**src/rtl/serial_arith_pkg.sv**
```systemverilog
// Shared types and constants for the bit-serial adder sequencer.
// Optional subtract mode is enabled by defining SERIAL_ADD_SUB_EN.
package serial_arith_pkg;

   localparam int unsigned DEFAULT_WIDTH = 8;

   typedef enum logic [1:0] {
      IDLE = 2'd0,
      RUN  = 2'd1,
      DONE = 2'd2
   } state_t;

   // Bit-index counter width for a given operand width
   function automatic int unsigned cnt_width(input int unsigned width);
      return $clog2(width);
   endfunction

endpackage

```
**src/rtl/serial_add_ctrl_if.sv**
```systemverilog
// Request/response bundle between a controller and serial_add_ctrl.
// The sub request bit exists only when SERIAL_ADD_SUB_EN is defined.
interface serial_add_ctrl_if
   import serial_arith_pkg::*;
#(
   parameter int unsigned WIDTH = DEFAULT_WIDTH
) ();

   logic             start;
   logic [WIDTH-1:0] a;
   logic [WIDTH-1:0] b;
   logic             cin;
`ifdef SERIAL_ADD_SUB_EN
   logic             sub;
`endif
   logic             busy;
   logic             done;
   logic [WIDTH-1:0] sum;
   logic             cout;

`ifdef SERIAL_ADD_SUB_EN
   modport master (output start, a, b, cin, sub, input busy, done, sum, cout);
   modport slave  (input start, a, b, cin, sub, output busy, done, sum, cout);
`else
   modport master (output start, a, b, cin, input busy, done, sum, cout);
   modport slave  (input start, a, b, cin, output busy, done, sum, cout);
`endif

endinterface

```
**src/rtl/serial_add_ctrl_fa.sv**
```systemverilog
// Single full-adder cell shared across all bit positions; purely combinational.
module serial_add_ctrl_fa (
   input  logic a,
   input  logic b,
   input  logic ci,
   output logic s,
   output logic co
);

   // Sum and carry-out of one bit position
   always_comb begin
      s  = a ^ b ^ ci;
      co = (a & b) | (a & ci) | (b & ci);
   end

endmodule

```
**src/rtl/serial_add_ctrl.sv**
```systemverilog
// Bit-serial adder sequencer: one full-adder cell reused for WIDTH cycles, LSB first.
// Define SERIAL_ADD_SUB_EN to add a subtract request (b inverted, carry seeded with 1).
module serial_add_ctrl
   import serial_arith_pkg::*;
#(
   parameter int unsigned WIDTH = DEFAULT_WIDTH
) (
   input  logic              clk,
   input  logic              rst,
   serial_add_ctrl_if.slave  bus
);

   localparam int unsigned CNT_W = cnt_width(WIDTH);
   localparam int unsigned RES_W = WIDTH - 1;

   state_t           state_q, state_d;
   logic [WIDTH-1:0] a_q, a_d;
   logic [WIDTH-1:0] b_q, b_d;
   // Holds the first WIDTH-1 sum bits; the last bit joins straight from the cell
   logic [RES_W-1:0] res_q, res_d;
   logic             carry_q, carry_d;
   logic [CNT_W-1:0] cnt_q, cnt_d;
   logic             busy_q, busy_d;
   logic             done_q, done_d;
   logic [WIDTH-1:0] sum_q, sum_d;
   logic             cout_q, cout_d;

   logic             fa_s;
   logic             fa_co;
   logic [WIDTH-1:0] res_ext;

   serial_add_ctrl_fa u_fa (
      .a  (a_q[0]),
      .b  (b_q[0]),
      .ci (carry_q),
      .s  (fa_s),
      .co (fa_co)
   );

   // Next-state, datapath shifting and registered-output values
   always_comb begin
      state_d = state_q;
      a_d     = a_q;
      b_d     = b_q;
      res_d   = res_q;
      carry_d = carry_q;
      cnt_d   = cnt_q;
      busy_d  = busy_q;
      done_d  = 1'b0;
      sum_d   = sum_q;
      cout_d  = cout_q;
      res_ext = {fa_s, res_q};

      unique case (state_q)
         IDLE: begin
            if (bus.start) begin
               a_d     = bus.a;
               b_d     = bus.b;
               carry_d = bus.cin;
`ifdef SERIAL_ADD_SUB_EN
               if (bus.sub) begin
                  b_d     = ~bus.b;
                  carry_d = 1'b1;
               end
`endif
               cnt_d   = '0;
               busy_d  = 1'b1;
               state_d = RUN;
            end
         end
         RUN: begin
            res_d   = res_ext[WIDTH-1:1];
            a_d     = a_q >> 1;
            b_d     = b_q >> 1;
            carry_d = fa_co;
            cnt_d   = cnt_q + CNT_W'(1);
            if (cnt_q == CNT_W'(WIDTH - 1)) begin
               // Final bit: publish the full result alongside the done pulse
               sum_d   = res_ext;
               cout_d  = fa_co;
               busy_d  = 1'b0;
               done_d  = 1'b1;
               state_d = DONE;
            end
         end
         DONE: begin
            state_d = IDLE;
         end
         default: begin
            state_d = IDLE;
            busy_d  = 1'b0;
         end
      endcase
   end

   // State and datapath registers with synchronous reset
   always_ff @(posedge clk) begin
      if (rst) begin
         state_q <= IDLE;
         a_q     <= '0;
         b_q     <= '0;
         res_q   <= '0;
         carry_q <= 1'b0;
         cnt_q   <= '0;
         busy_q  <= 1'b0;
         done_q  <= 1'b0;
         sum_q   <= '0;
         cout_q  <= 1'b0;
      end else begin
         state_q <= state_d;
         a_q     <= a_d;
         b_q     <= b_d;
         res_q   <= res_d;
         carry_q <= carry_d;
         cnt_q   <= cnt_d;
         busy_q  <= busy_d;
         done_q  <= done_d;
         sum_q   <= sum_d;
         cout_q  <= cout_d;
      end
   end

   assign bus.busy = busy_q;
   assign bus.done = done_q;
   assign bus.sum  = sum_q;
   assign bus.cout = cout_q;

endmodule

```
**src/flat_wrapper.sv**
```systemverilog
// flat-port wrapper written by rule: the top's interface ports become plain ports
module serial_add_ctrl_flat import serial_arith_pkg::*;
#(
   parameter int unsigned WIDTH = DEFAULT_WIDTH
)
  (clk, rst, bus_start, bus_a, bus_b, bus_cin, bus_busy, bus_done, bus_sum, bus_cout);
  serial_add_ctrl_if #(.WIDTH(WIDTH)) bus_i ();
  input  logic clk;
  input  logic rst;
  input wire logic [$bits(bus_i.start)-1:0] bus_start;
  input wire logic [$bits(bus_i.a)-1:0] bus_a;
  input wire logic [$bits(bus_i.b)-1:0] bus_b;
  input wire logic [$bits(bus_i.cin)-1:0] bus_cin;
  output wire logic [$bits(bus_i.busy)-1:0] bus_busy;
  output wire logic [$bits(bus_i.done)-1:0] bus_done;
  output wire logic [$bits(bus_i.sum)-1:0] bus_sum;
  output wire logic [$bits(bus_i.cout)-1:0] bus_cout;
  assign bus_i.start = bus_start;
  assign bus_i.a = bus_a;
  assign bus_i.b = bus_b;
  assign bus_i.cin = bus_cin;
  assign bus_busy = bus_i.busy;
  assign bus_done = bus_i.done;
  assign bus_sum = bus_i.sum;
  assign bus_cout = bus_i.cout;
  serial_add_ctrl #(.WIDTH(WIDTH)) u_core (.clk(clk), .rst(rst), .bus(bus_i));
endmodule
```
**config.mk**
```make
export PLATFORM = sky130hd
export DESIGN_NAME = serial_add_ctrl_flat
export DESIGN_NICKNAME = d
export VERILOG_FILES = /design/src/rtl/serial_arith_pkg.sv /design/src/rtl/serial_add_ctrl_if.sv /design/src/rtl/serial_add_ctrl_fa.sv /design/src/rtl/serial_add_ctrl.sv /design/src/flat_wrapper.sv
export SDC_FILE = /design/constraint.sdc
export NUM_CORES = 1
export LEC_CHECK = 0
export ABC_AREA = 0
export BUFFER_PORTS_ARGS = -buffer_cell sky130_fd_sc_hd__buf_2
export CELL_PAD_IN_SITES_DETAIL_PLACEMENT = 1
export CELL_PAD_IN_SITES_GLOBAL_PLACEMENT = 2
export CORE_ASPECT_RATIO = 1.25
export CORE_UTILIZATION = 35
export DETAILED_ROUTE_END_ITERATION = 8
export HOLD_SLACK_MARGIN = 0.08
export MAX_ROUTING_LAYER = met4
export PLACE_DENSITY_LB_ADDON = 0.1
export SETUP_SLACK_MARGIN = 0.02
export SLEW_MARGIN = 20
export SYNTH_ARGS = -nofsm -noshare
export SYNTH_HDL_FRONTEND = slang
export SYNTH_SLANG_ARGS = --single-unit
```
**constraint.sdc**
```tcl
create_clock -name clk -period 3.6 [get_ports clk]
set_input_delay 0.72 -clock clk [delete_from_list [all_inputs] [get_ports clk]]
set_output_delay 0.72 -clock clk [all_outputs]
set_load 0.01 [all_outputs]
```
# == Yosys cells after proc, flatten, opt, wreduce, memory -nomap -nowiden ==
# Index checks and enable logic that the tools add are counted.
# totals
wordCells,47
register_bits,40
out_inout_bits,11
input_bits,20
# classes
eq_ne,5
bitwise_logic,9
reduce_logical,7
muxes,15
n_addsub,1
# ops
operator,n
one-hot mux 8 bit (2 select lines),2
two-way mux 8 bit,2
one-hot mux 3 bit (2 select lines),1
AND reduction 2 bit,3
two-way mux 1 bit,4
two-way mux 2 bit,2
one-hot mux 2 bit (2 select lines),1
"adder 3 x 1 -> 3 bit, second input constant",1
bitwise AND 1 bit,3
"equality test 3 bit, second input constant",1
two-way mux 3 bit,1
one-hot mux 1 bit (3 select lines),1
AND reduction 3 bit,1
"equality test 2 x 1 -> 1 bit, second input constant",1
"equality test 2 bit, second input constant",1
logical NOT 2 bit,1
"!= test 2 x 1 -> 1 bit, second input constant",1
"!= test 2 bit, second input constant",1
NOT 1 bit,2
bitwise OR 1 bit,2
one-hot mux 1 bit (2 select lines),1
nonzero test 2 bit,1
OR reduction 2 bit,1
bitwise XOR 1 bit,2

# == Logic depth before layout (Yosys ltp) ==
# Gate-level depths: netlist of run 1.
# depth
ltp_word,4
depth_mapped,6
depth_no_buf,5

# == Hierarchy ==
# Synthesis of run 1 repeated with hierarchy kept, for this count alone.
# hier_totals
hier_cells,174
area_unflattened_um2,1604.0
# by_module_without_submodules
module,area_per_inst_um2,seq_area_each_um2,cells_each,instances
serial_add_ctrl,1584.0,800.8,173,1
serial_add_ctrl_fa,20.0,0.0,1,1

# == Worst setup path before layout of run 1 ==
# No wires, ideal clock.
# synth_path
kind,input-to-reg
start,input port bus_start
end,register u_core.cnt_q[0]
setup_time_ns,0.079
t_arrival_ns,1.233
stages,3
required_ns,3.521
n_path_buf,1
slack_ns,2.288
path_cell_list,o21ba_4 buf_6 a211oi_2
# synth_via
elab_chain_len,2
# synth_rtl
element,line,text
start: declaration,flat_wrapper.sv:10,input wire logic [$bits(bus_i.start)-1:0] bus_start;
!= test 2 bit (no source line),n/a,
AND reduction 2 bit (no source line),n/a,
end signal: assignment,serial_add_ctrl.sv:115,cnt_q <= cnt_d;
end: declaration,serial_add_ctrl.sv:22,"logic [CNT_W-1:0] cnt_q, cnt_d;"
# Every way passes these cells.
# A chain may end at the register's enable or synchronous reset.

# == Worst setup path after layout of run 1 ==
# layout_path
start,register u_core.state_q[0]
end,register u_core.cnt_q[0]
# layout_via
elab_chain_len,3
elab_cells_between_ends,6
classes_between,2 x eq/ne; 1 x mux; 3 x reduce/logical
# layout_rtl
element,line,text
start: declaration,serial_add_ctrl.sv:16,"state_t state_q, state_d;"
start signal: assignment,serial_add_ctrl.sv:110,state_q <= state_d;
equality test 2 x 1 -> 1 bit or logical NOT 2 bit (tied branches),serial_add_ctrl.sv:54,unique case (state_q)
nonzero test 2 bit (no source line) or != test 2 bit (tied branches),n/a,
AND reduction 2 bit (no source line),n/a,
# Several ways; a longest one is shown, not always the timed one.

==> results of run 1 <==
cell usage after synthesis:
cell,n,area [µm²]
dfxtp_1,40,801
nand2_1,33,124
nor2_1,22,82.6
a21oi_1,19,95.1
mux2i_1,16,160
a211oi_1,15,113
buf_6,5,56.3
clkbuf_1,4,15.0
buf_4,3,22.5
nand3b_1,3,22.5
a22oi_1,2,15.0
buf_2,2,10.0
ha_1,2,25.0
nor2b_1,2,12.5
o21ai_0,2,10.0
o21bai_1,2,15.0
a211oi_2,1,12.5
and3b_1,1,8.76
fa_1,1,20.0
inv_1,1,3.75
nand2b_1,1,6.26
nor3_1,1,5.00
o21ba_4,1,16.3
sequential cells by signal (all words and copies together) (netlist names):
signal           cells
u_core.res_q         7
u_core.bus.done      1
u_core.bus.busy      1
u_core.state_q       2
u_core.bus.sum       8
u_core.carry_q       1
u_core.bus.cout      1
u_core.cnt_q         3
u_core.a_q           8
u_core.b_q           8
cells by family after synthesis:
family,share of synthesized area
adders and majority gates,0.0273
AOI/OAI and AO/OA,0.167
and+or+nand+nor,0.158
buffers and inverters,0.0651
DFF,0.485
muxes,0.0970
cell type report:
cell class,count,area (µm²)
timing repair buffer,31,158
clock inverter,1,5.00
multi-input combinational,124,743
tap,58,72.6
clock buffer,6,72.6
fill,547,2600
sequential,40,801
inverter,1,3.75
per-stage QoR:
stage                     total power [mW]  cells  setup WS [ps]
after floorplan                      0.554    179           2290
after detailed placement             0.575    254           1850
after global placement               0.570    254           1960
final                                0.842    261           1890
after CTS                            0.862    261           1850
after global routing                 0.893    261           1720
layer usage:
metal	global-route usage	vias to the layer above	part of all wire
li1	-	655	-
met1	0.166	603	0.41
met2	0.270	22	0.53
met3	0.0517	7	0.038
met4	0.0750	0	0.021
met5	-	-	0
final timing paths:
check | startpoint | to
worst max-delay path | u_core.state_q[0] | u_core.cnt_q[0]
worst min-delay path | u_core.bus.sum[6] | u_core.bus.sum[6]
worst max register to register | u_core.state_q[0] | u_core.cnt_q[0]
worst min register to register | u_core.bus.sum[6] | u_core.bus.sum[6]
critical path, stage by stage (launching register included):
cell,delay (ps)
dfxtp_1,370
buf_4,340
nor2b_1,600
nor2_1,110
a211oi_2,210
power by group:
group / leakage, nW / internal [mW] / switching, mW
Sequential: 0.327 / 0.464 / 0.0135
Clock: 0.0410 / 0.132 / 0.148
Combinational: 0.386 / 0.0382 / 0.0468
==> reports/metrics.csv, run 1 <==
stage;metric;value;unit
outcome;status;finished clean;
die;start_util;0.370;
yosys;synth_seq_cells;40;
die;die_height;78.8;µm
clocking;holdBufCountCts;0;
min_path;hold_path.class;register to register;
clocking;htree_levels;2;
sta;slew_violations;0;
run;drv_cap;0;
sta;tightest_slew;728;ps
clocking;post_cts_buffers;0;
clocking;clkLatencyLatePin;290;ps
power;peakVddDrop;0.200;mV
place;gp_congestion;0.679;
power;power_per_cell_area;454;nW/µm²
sta;setup_viol;0;
die;pin_count;31;
routing;drc;0;
layout;drive_gt1_frac;0.192;
layout;final_area;1860;µm²
global_routing;grt_overflow;0;
sta;min_period_over_period;0.476;
yosys;yosysWarnings;0;
routing;wire_per_inst;13.0;µm
worst_setup_path;start_kind;register;
sta;fin_hold_ws;454;ps
sta;max_slew_margin;0.515;
worst_setup_path;r2r_setup_slack;1890;ps
layout;fin_nets;226;
yosys;synth.avg_cell_area;9.23;µm²
worst_setup_path;cp_max_fo;23;
die;rows;27;
clocking;clkTransAtPathRegs;70;ps
yosys;yosysSeqAreaShare;0.485;
clocking;post_cts_resized;0;
sta;hold_viol_final;0;
routing;vias;1287;
routing;drt_iter0_drc;73;
yosys;syn_area;1650;µm²
layout;layout_common_cells;dfxtp_1, nand2_1, buf_2;
routing;via_per_inst;4.93;
clocking;root_buffer;clkbuf_8;
worst_setup_path;r2r_cells;4;
place;hpwl;2330;µm
worst_setup_path;worstSetupPathType;register to register;
die;core_area;4460;µm²
worst_setup_path;worstSetupEndpointType;register;
power;leakagePower;0.754;nW
yosys;synth_fp_nets;202;
layout;antenna_cells;0;
global_routing;antenna_found_initial;0;
die;chipWidth;63.4;µm
global_routing;grt_pass1_vias;1318;
sta;final.setup.tns;0;ps
die;die_area;5000;µm²
sta;timing.fmax;0.583;GHz
clocking;cts_buffer_depth;2;
sta;fin_crit;1710;ps
clocking;cts.sinks;40;
global_routing;grt_usage;0.159;
worst_setup_path;cp_data_required_time;3810;ps
global_routing;grt_pass1_wl;5880;µm
layout;fin_util;0.416;
worst_setup_path;crit_arrival;1930;ps
global_routing;grt_max_degree;41;
layout;area_delta_synth_final;12.3;%
routing;routed_wl;3380;µm
routing;ant_nets;0;
sta;rsz0062_at_grt;false;
layout;layout_commonest_cell;dfxtp_1;
routing;dr.pass1.iters;2;
min_path;min_path_cells;2;
yosys;synth_cell_types;23;
sta;skew;2.29;ps
clocking;cts_buffers;5;
place;place_area;1780;µm²
place;io_buffer_count;30;
clocking;cts_tree;done;
yosys;synthCells;179;
No activity file was read; power rests on OpenSTA's default activity.
==> run 2, diff against run 1 <==
--- a/config.mk
+++ b/config.mk
@@ -5,12 +5,12 @@
 export SDC_FILE = /design/constraint.sdc
 export NUM_CORES = 1
 export LEC_CHECK = 0
-export ABC_AREA = 0
+export ABC_AREA = 1
 export BUFFER_PORTS_ARGS = -buffer_cell sky130_fd_sc_hd__buf_2
 export CELL_PAD_IN_SITES_DETAIL_PLACEMENT = 1
 export CELL_PAD_IN_SITES_GLOBAL_PLACEMENT = 2
 export CORE_ASPECT_RATIO = 1.25
-export CORE_UTILIZATION = 35
+export CORE_UTILIZATION = 26
 export DETAILED_ROUTE_END_ITERATION = 8
 export HOLD_SLACK_MARGIN = 0.08
 export MAX_ROUTING_LAYER = met4
==> constraint.sdc (replaced) <==
create_clock -name clk -period 1.55 [get_ports clk]
set_input_delay 0.31 -clock clk [delete_from_list [all_inputs] [get_ports clk]]
set_output_delay 0.31 -clock clk [all_outputs]
set_load 0.01 [all_outputs]
==> run 2 against run 1 <==
  * Critical path depth rose by 3
  * Final cell count up 48%
  * Sequential cell count stayed put
  * Utilization fell by 9.4 points
  * Sequential share of layout area shrank 5.0 points
  * First-iteration DRC count decreased by 23%
  * Global-route usage is 2.0 points lower
  * Worst hold slack got worse by 170 ps
  * Via count grew 23%
  * Final area grew 13%
  * Sequential power increased by 130%
  * Critical endpoint is now u_core.bus.sum[4]
==> reports/metrics.csv, run 2 <==
stage;metric;value;unit
yosys;yosysSeqAreaShare;0.457;
layout;area_delta_synth_final;19.8;%
sta;hold_viol_final;0;
clocking;cts_tree;done;
clocking;holdBufCountCts;0;
layout;fin_util;0.322;
min_path;hold_path.class;primary input to register;
min_path;min_path_cells;3;
clocking;post_cts_buffers;0;
worst_setup_path;worstSetupEndpointType;register;
die;chipWidth;75.4;µm
place;place_area;1990;µm²
layout;final_area;2100;µm²
sta;final.setup.tns;0;ps
layout;antenna_cells;0;
power;peakVddDrop;0.331;mV
layout;drive_gt1_frac;0.157;
global_routing;grt_pass1_wl;7200;µm
routing;routed_wl;4100;µm
clocking;post_cts_resized;0;
layout;fin_nets;321;
layout;layout.area.seq;801;µm²
place;gp_congestion;0.684;
yosys;synthFlopType;dfxtp_1;
clocking;root_buffer;clkbuf_8;
layout;multi_input_comb_area;783;µm²
yosys;synth_edf_count;0;
worst_setup_path;cp_data_required_time;1790;ps
sta;fin_crit;1290;ps
worst_setup_path;rr_endpoint;u_core.bus.sum[4];
yosys;synth_seq_cells;40;
power;power_per_cell_area;1080;nW/µm²
sta;slew_violations;0;
sta;fin_hold_ws;289;ps
layout;layout_commonest_cell;nand2_1;
min_path;hold_start;bus_a[7];
worst_setup_path;r2r_setup_slack;260;ps
clocking;htree_levels;2;
sta;setup_viol;0;
die;pin_count;31;
run;drv_cap;0;
yosys;yosysTopAreaCell;dfxtp_1;
yosys;synthTopCellsByCount;nand2_1, nor2_1, dfxtp_1;
yosys;synthCells;267;
yosys;synthTopCellsByArea;dfxtp_1, nand2_1, nor2_1;
layout;layout_common_cells;nand2_1, nor2_1, dfxtp_1;
die;core_area;6520;µm²
place;hpwl;2810;µm
worst_setup_path;r2r_cells;7;
place;dpl.cell_count;378;
min_path;min_to;u_core.a_q[7];
outcome;status;finished clean;
routing;via_per_inst;4.11;
sta;skew;4.47;ps
clocking;clkLatencyLatePin;290;ps
layout;fillers;880;
worst_setup_path;timing.rr.start;u_core.cnt_q[0];
die;die_area;7080;µm²
global_routing;grt_pass1_vias;1640;
routing;drc;0;
sta;max_slew_margin;0.773;
global_routing;antenna_found_initial;0;
routing;wire_per_inst;10.6;µm
yosys;yosysWarnings;0;
clocking;cts_buffers;5;
routing;drt_iter0_drc;56;
die;die_height;93.8;µm
sta;tightest_slew;341;ps
routing;dr.pass1.iters;4;
yosys;synth_fp_nets;290;
die;start_util;0.269;
yosys;synth_top_area_share;0.457;
sta;rsz0062_at_grt;false;
sta;min_period_over_period;0.831;
sta;timing.fmax;0.776;GHz
worst_setup_path;cp_max_fo;14;
global_routing;grt_overflow;0;
layout;final_cells;386;
yosys;synth.avg_cell_area;6.57;µm²
routing;ant_nets;0;
yosys;syn_area;1750;µm²
clocking;cts.sinks;40;
global_routing;grt_usage;0.139;
worst_setup_path;crit_arrival;1530;ps
worst_setup_path;worstSetupPathType;register to register;
worst_setup_path;start_kind;register;
global_routing;grt_max_degree;33;
yosys;synth_cell_types;15;
die;rows;33;
clocking;cts_buffer_depth;2;
power;leakagePower;1.08;nW
routing;vias;1585;
place;io_buffer_count;30;
yosys;yosysMostFrequentCell;nand2_1;
clocking;clkTransAtPathRegs;80;ps
yosys;synthArstFlopShare;0;
run 2: cell count changes after synthesis, sizes merged, moves of 2 or more:
| cell | change |
|---|---|
| nand3 | +8 |
| a21oi | -13 |
| o21ai | +8 |
| inv | +24 |
| buf | +2 |
| a22oi | -2 |
| nor2 | +49 |
| nand3b | -3 |
| mux2i | -16 |
| clkbuf | -3 |
| nand2 | +57 |
| nor2b | -2 |
| a211oi | -16 |
| o21bai | -2 |
run 2: where the power goes:
group,leakage [nW],switching [mW],total [mW],internal (mW)
logic,0.694,0.183,0.297,0.114
clock network,0.0541,0.384,0.861,0.477
registers,0.328,0.0315,1.12,1.09
run 2: cells by family after synthesis:
| group | count (synthesis) | share of synthesized area |
|---|---|---|
| flip-flops | 40 | 0.457 |
| buffers and inverters | 38 | 0.0964 |
| AO/OA/AOI/OAI | 16 | 0.0457 |
| AND/OR/NAND/NOR | 170 | 0.375 |
| adder cells (fa/ha/maj) | 3 | 0.0257 |
run 2: layout make-up:
cell class / count / share of cell area
Timing Repair Buffer: 37 / 0.0965
Tap cell: 87 / 0.0518
Multi-Input combinational cell: 189 / 0.373
Inverter: 25 / 0.0447
Clock buffer: 5 / 0.0328
Sequential cell: 40 / 0.381
Clock inverter: 3 / 0.0203
run 2: worst max-delay path: stages, from the launching register on:
cell and delay [ps]:
dfxtp_1 360, ha_1 160, ha_1 170, nand2_1 60, buf_4 190, nor2_4 170
nand2_1 80, nand2_1 50
run 2: per-stage QoR:
step / setup slack [ps] / total power, mW
finish: 262 / 2.28
global route: 143 / 2.44
CTS: 233 / 2.33
detailed placement: 255 / 1.45
global placement: 297 / 1.45
floorplan: 320 / 1.36
run 2: routing by layer:
layer,global-route usage,wire [µm],share of wire,vias to the layer above
li1,-,-,-,852
met1,0.158,1940,0.47,709
met2,0.235,1990,0.49,20
met3,0.0322,106,0.026,4
met4,0.0509,51,0.012,0
met5,-,0,0,-
run 2: worst max-delay path by stage:
| stage | cells after the start | endpoint | start | slack (ps) |
|---|---|---|---|---|
| final | 7 | u_core.bus.sum[4] | u_core.cnt_q[0] | 260 |
| after CTS | 7 | u_core.bus.sum[4] | u_core.cnt_q[0] | 230 |
| after detailed placement | 7 | u_core.bus.sum[4] | u_core.cnt_q[0] | 260 |
| after global placement | 7 | u_core.bus.sum[2] | u_core.cnt_q[0] | 300 |
| after floorplan | 6 | u_core.bus.cout | u_core.cnt_q[0] | 320 |
| after global routing | 7 | u_core.bus.sum[4] | u_core.cnt_q[0] | 140 |
==> run 3, diff against run 2 <==
--- a/config.mk
+++ b/config.mk
@@ -10,7 +10,7 @@
 export CELL_PAD_IN_SITES_DETAIL_PLACEMENT = 1
 export CELL_PAD_IN_SITES_GLOBAL_PLACEMENT = 2
 export CORE_ASPECT_RATIO = 1.25
-export CORE_UTILIZATION = 26
+export CORE_UTILIZATION = 29
 export DETAILED_ROUTE_END_ITERATION = 8
 export HOLD_SLACK_MARGIN = 0.08
 export MAX_ROUTING_LAYER = met4
==> constraint.sdc (replaced) <==
create_clock -name clk -period 1.3 [get_ports clk]
set_input_delay 0.26 -clock clk [delete_from_list [all_inputs] [get_ports clk]]
set_output_delay 0.26 -clock clk [all_outputs]
set_load 0.01 [all_outputs]
==> run 3 against run 2 <==
  * Clock-buffer cell count did not move
  * Clock skew rose by 3.1 ps
  * Non-clock buffer count rose by 3
==> reports/metrics.csv, run 3 (synthesis gave the netlist of run 2 again) <==
stage;metric;value;unit
sta;timing.fmax;0.851;GHz
outcome;status;finished clean;
sta;min_period_over_period;0.904;
layout;fillers;769;
worst_setup_path;start_kind;register;
clocking;cts.sinks;40;
die;pin_count;31;
worst_setup_path;worstPathCellList;ha_4 > ha_4 > nand2_2 > buf_12 > nor2_4 > nand2_1 > nand2_1;
die;die_height;88.9;µm
worst_setup_path;cp_max_fo;14;
power;leakagePower;1.11;nW
die;start_util;0.301;
layout;drive_gt1_frac;0.192;
routing;routed_wl;4040;µm
worst_setup_path;path_buf_inv;1;
sta;skew;7.55;ps
global_routing;grt_overflow;0;
routing;vias;1628;
worst_setup_path;cp_data_required_time;1540;ps
sta;slew_violations;0;
power;power;2.75;mW
min_path;hold_start;rst;
routing;ant_nets;0;
die;rows;31;
min_path;hold_path.class;primary input to register;
routing;drt_iter0_drc;61;
clocking;cts_buffers;5;
clocking;cts_buffer_depth;2;
worst_setup_path;cp_top_family;flip-flops;
global_routing;antenna_found_initial;0;
worst_setup_path;worstSetupPathType;register to register;
clocking;htree_levels;2;
sta;setup_viol;0;
power;peakVddDrop;0.412;mV
routing;drc;0;
clocking;root_buffer;clkbuf_8;
worst_setup_path;crit_arrival;1420;ps
run;drv_cap;0;
layout;antenna_cells;0;
worst_setup_path;timing.rr.start;u_core.cnt_q[0];
die;die_area;6360;µm²
sta;hold_viol_final;0;
clocking;cts_tree;done;
die;chipWidth;71.5;µm
global_routing;grt_usage;0.147;
clocking;clkLatencyLatePin;290;ps
sta;rsz0062_at_grt;false;
sta;tightest_slew;178;ps
worst_setup_path;cp_slowest_cell;dfxtp_2;
sta;max_slew_margin;0.880;
worst_setup_path;setup.worst_path.start;u_core.cnt_q[0];
layout;layout_commonest_cell;nand2_1;
global_routing;grt_pass1_vias;1563;
die;core_area;5820;µm²
sta;fin_crit;1170;ps
layout;fin_util;0.375;
place;hpwl;2860;µm
routing;wire_per_inst;11.0;µm
clocking;holdBufCountCts;0;
layout;fin_nets;324;
global_routing;grt_max_degree;33;
global_routing;grt_pass1_wl;7140;µm
worst_setup_path;cpPeakStageDelay;360;ps
layout;area_delta_synth_final;24.4;%
routing;dr.pass1.iters;4;
layout;layout_common_cells;nand2_1, nor2_1, dfxtp_1;
place;gp_congestion;0.723;
clocking;clkTransAtPathRegs;80;ps
place;io_buffer_count;30;
worst_setup_path;worstSetupEndpointType;register;
routing;via_per_inst;4.42;
power;power_per_cell_area;1260;nW/µm²
-- run 3: cell types whose count changed in the layout (fill, tap and decap cells not counted), sizes merged --
cell  change
buf       +3
-- run 3: timing repair --
item | CTS | global route
gates resized for setup | 4 | 9
endpoints found under the setup margin | 6 | 21
buffers inserted | 1 | 0
pin swaps | 1 | 2
-- run 3: area by class of cell --
type,instances,area (µm²),area share
clock buffers,5,68.8,0.0316
clock inverters,3,42.5,0.0195
inverters,25,93.8,0.0430
multi-input cells,189,813,0.373
flip-flops and latches,40,806,0.369
well taps,66,82.6,0.0379
repair buffers,40,274,0.126
-- run 3: path summary, 6_finish.rpt --
check	endpoint	slack (ps)	cells after the start
max	u_core.bus.cout	130	7
min	u_core.bus.done	210	2
max reg2reg	u_core.bus.cout	130	7
min reg2reg	u_core.b_q[7]	470	2
-- run 3: per-layer routing --
metal	GRT usage	share of wire
met1	0.163	0.45
met2	0.271	0.51
met3	0.0304	0.029
met4	0.0374	0.011
met5	-	0
-- run 3: per-stage QoR --
step | setup WS [ps] | hold slack, ps | instances | TNS, ps | cell area (µm²)
2_1_floorplan | 70.3 | 424 | 267 | 0 | 1750
3_3_place_gp | 32.9 | 449 | 359 | 0 | 2020
3_5_place_dp | -2.31 | 456 | 359 | -2.31 | 2020
4_1_cts | 23.4 | 215 | 368 | 0 | 2140
5_1_grt | 40.5 | 216 | 368 | 0 | 2180
6_report | 125 | 213 | 368 | 0 | 2180
-- run 3: power breakdown --
group	switching [mW]	internal, mW
Sequential	0.0388	1.30
Clock	0.457	0.568
Combinational	0.223	0.162
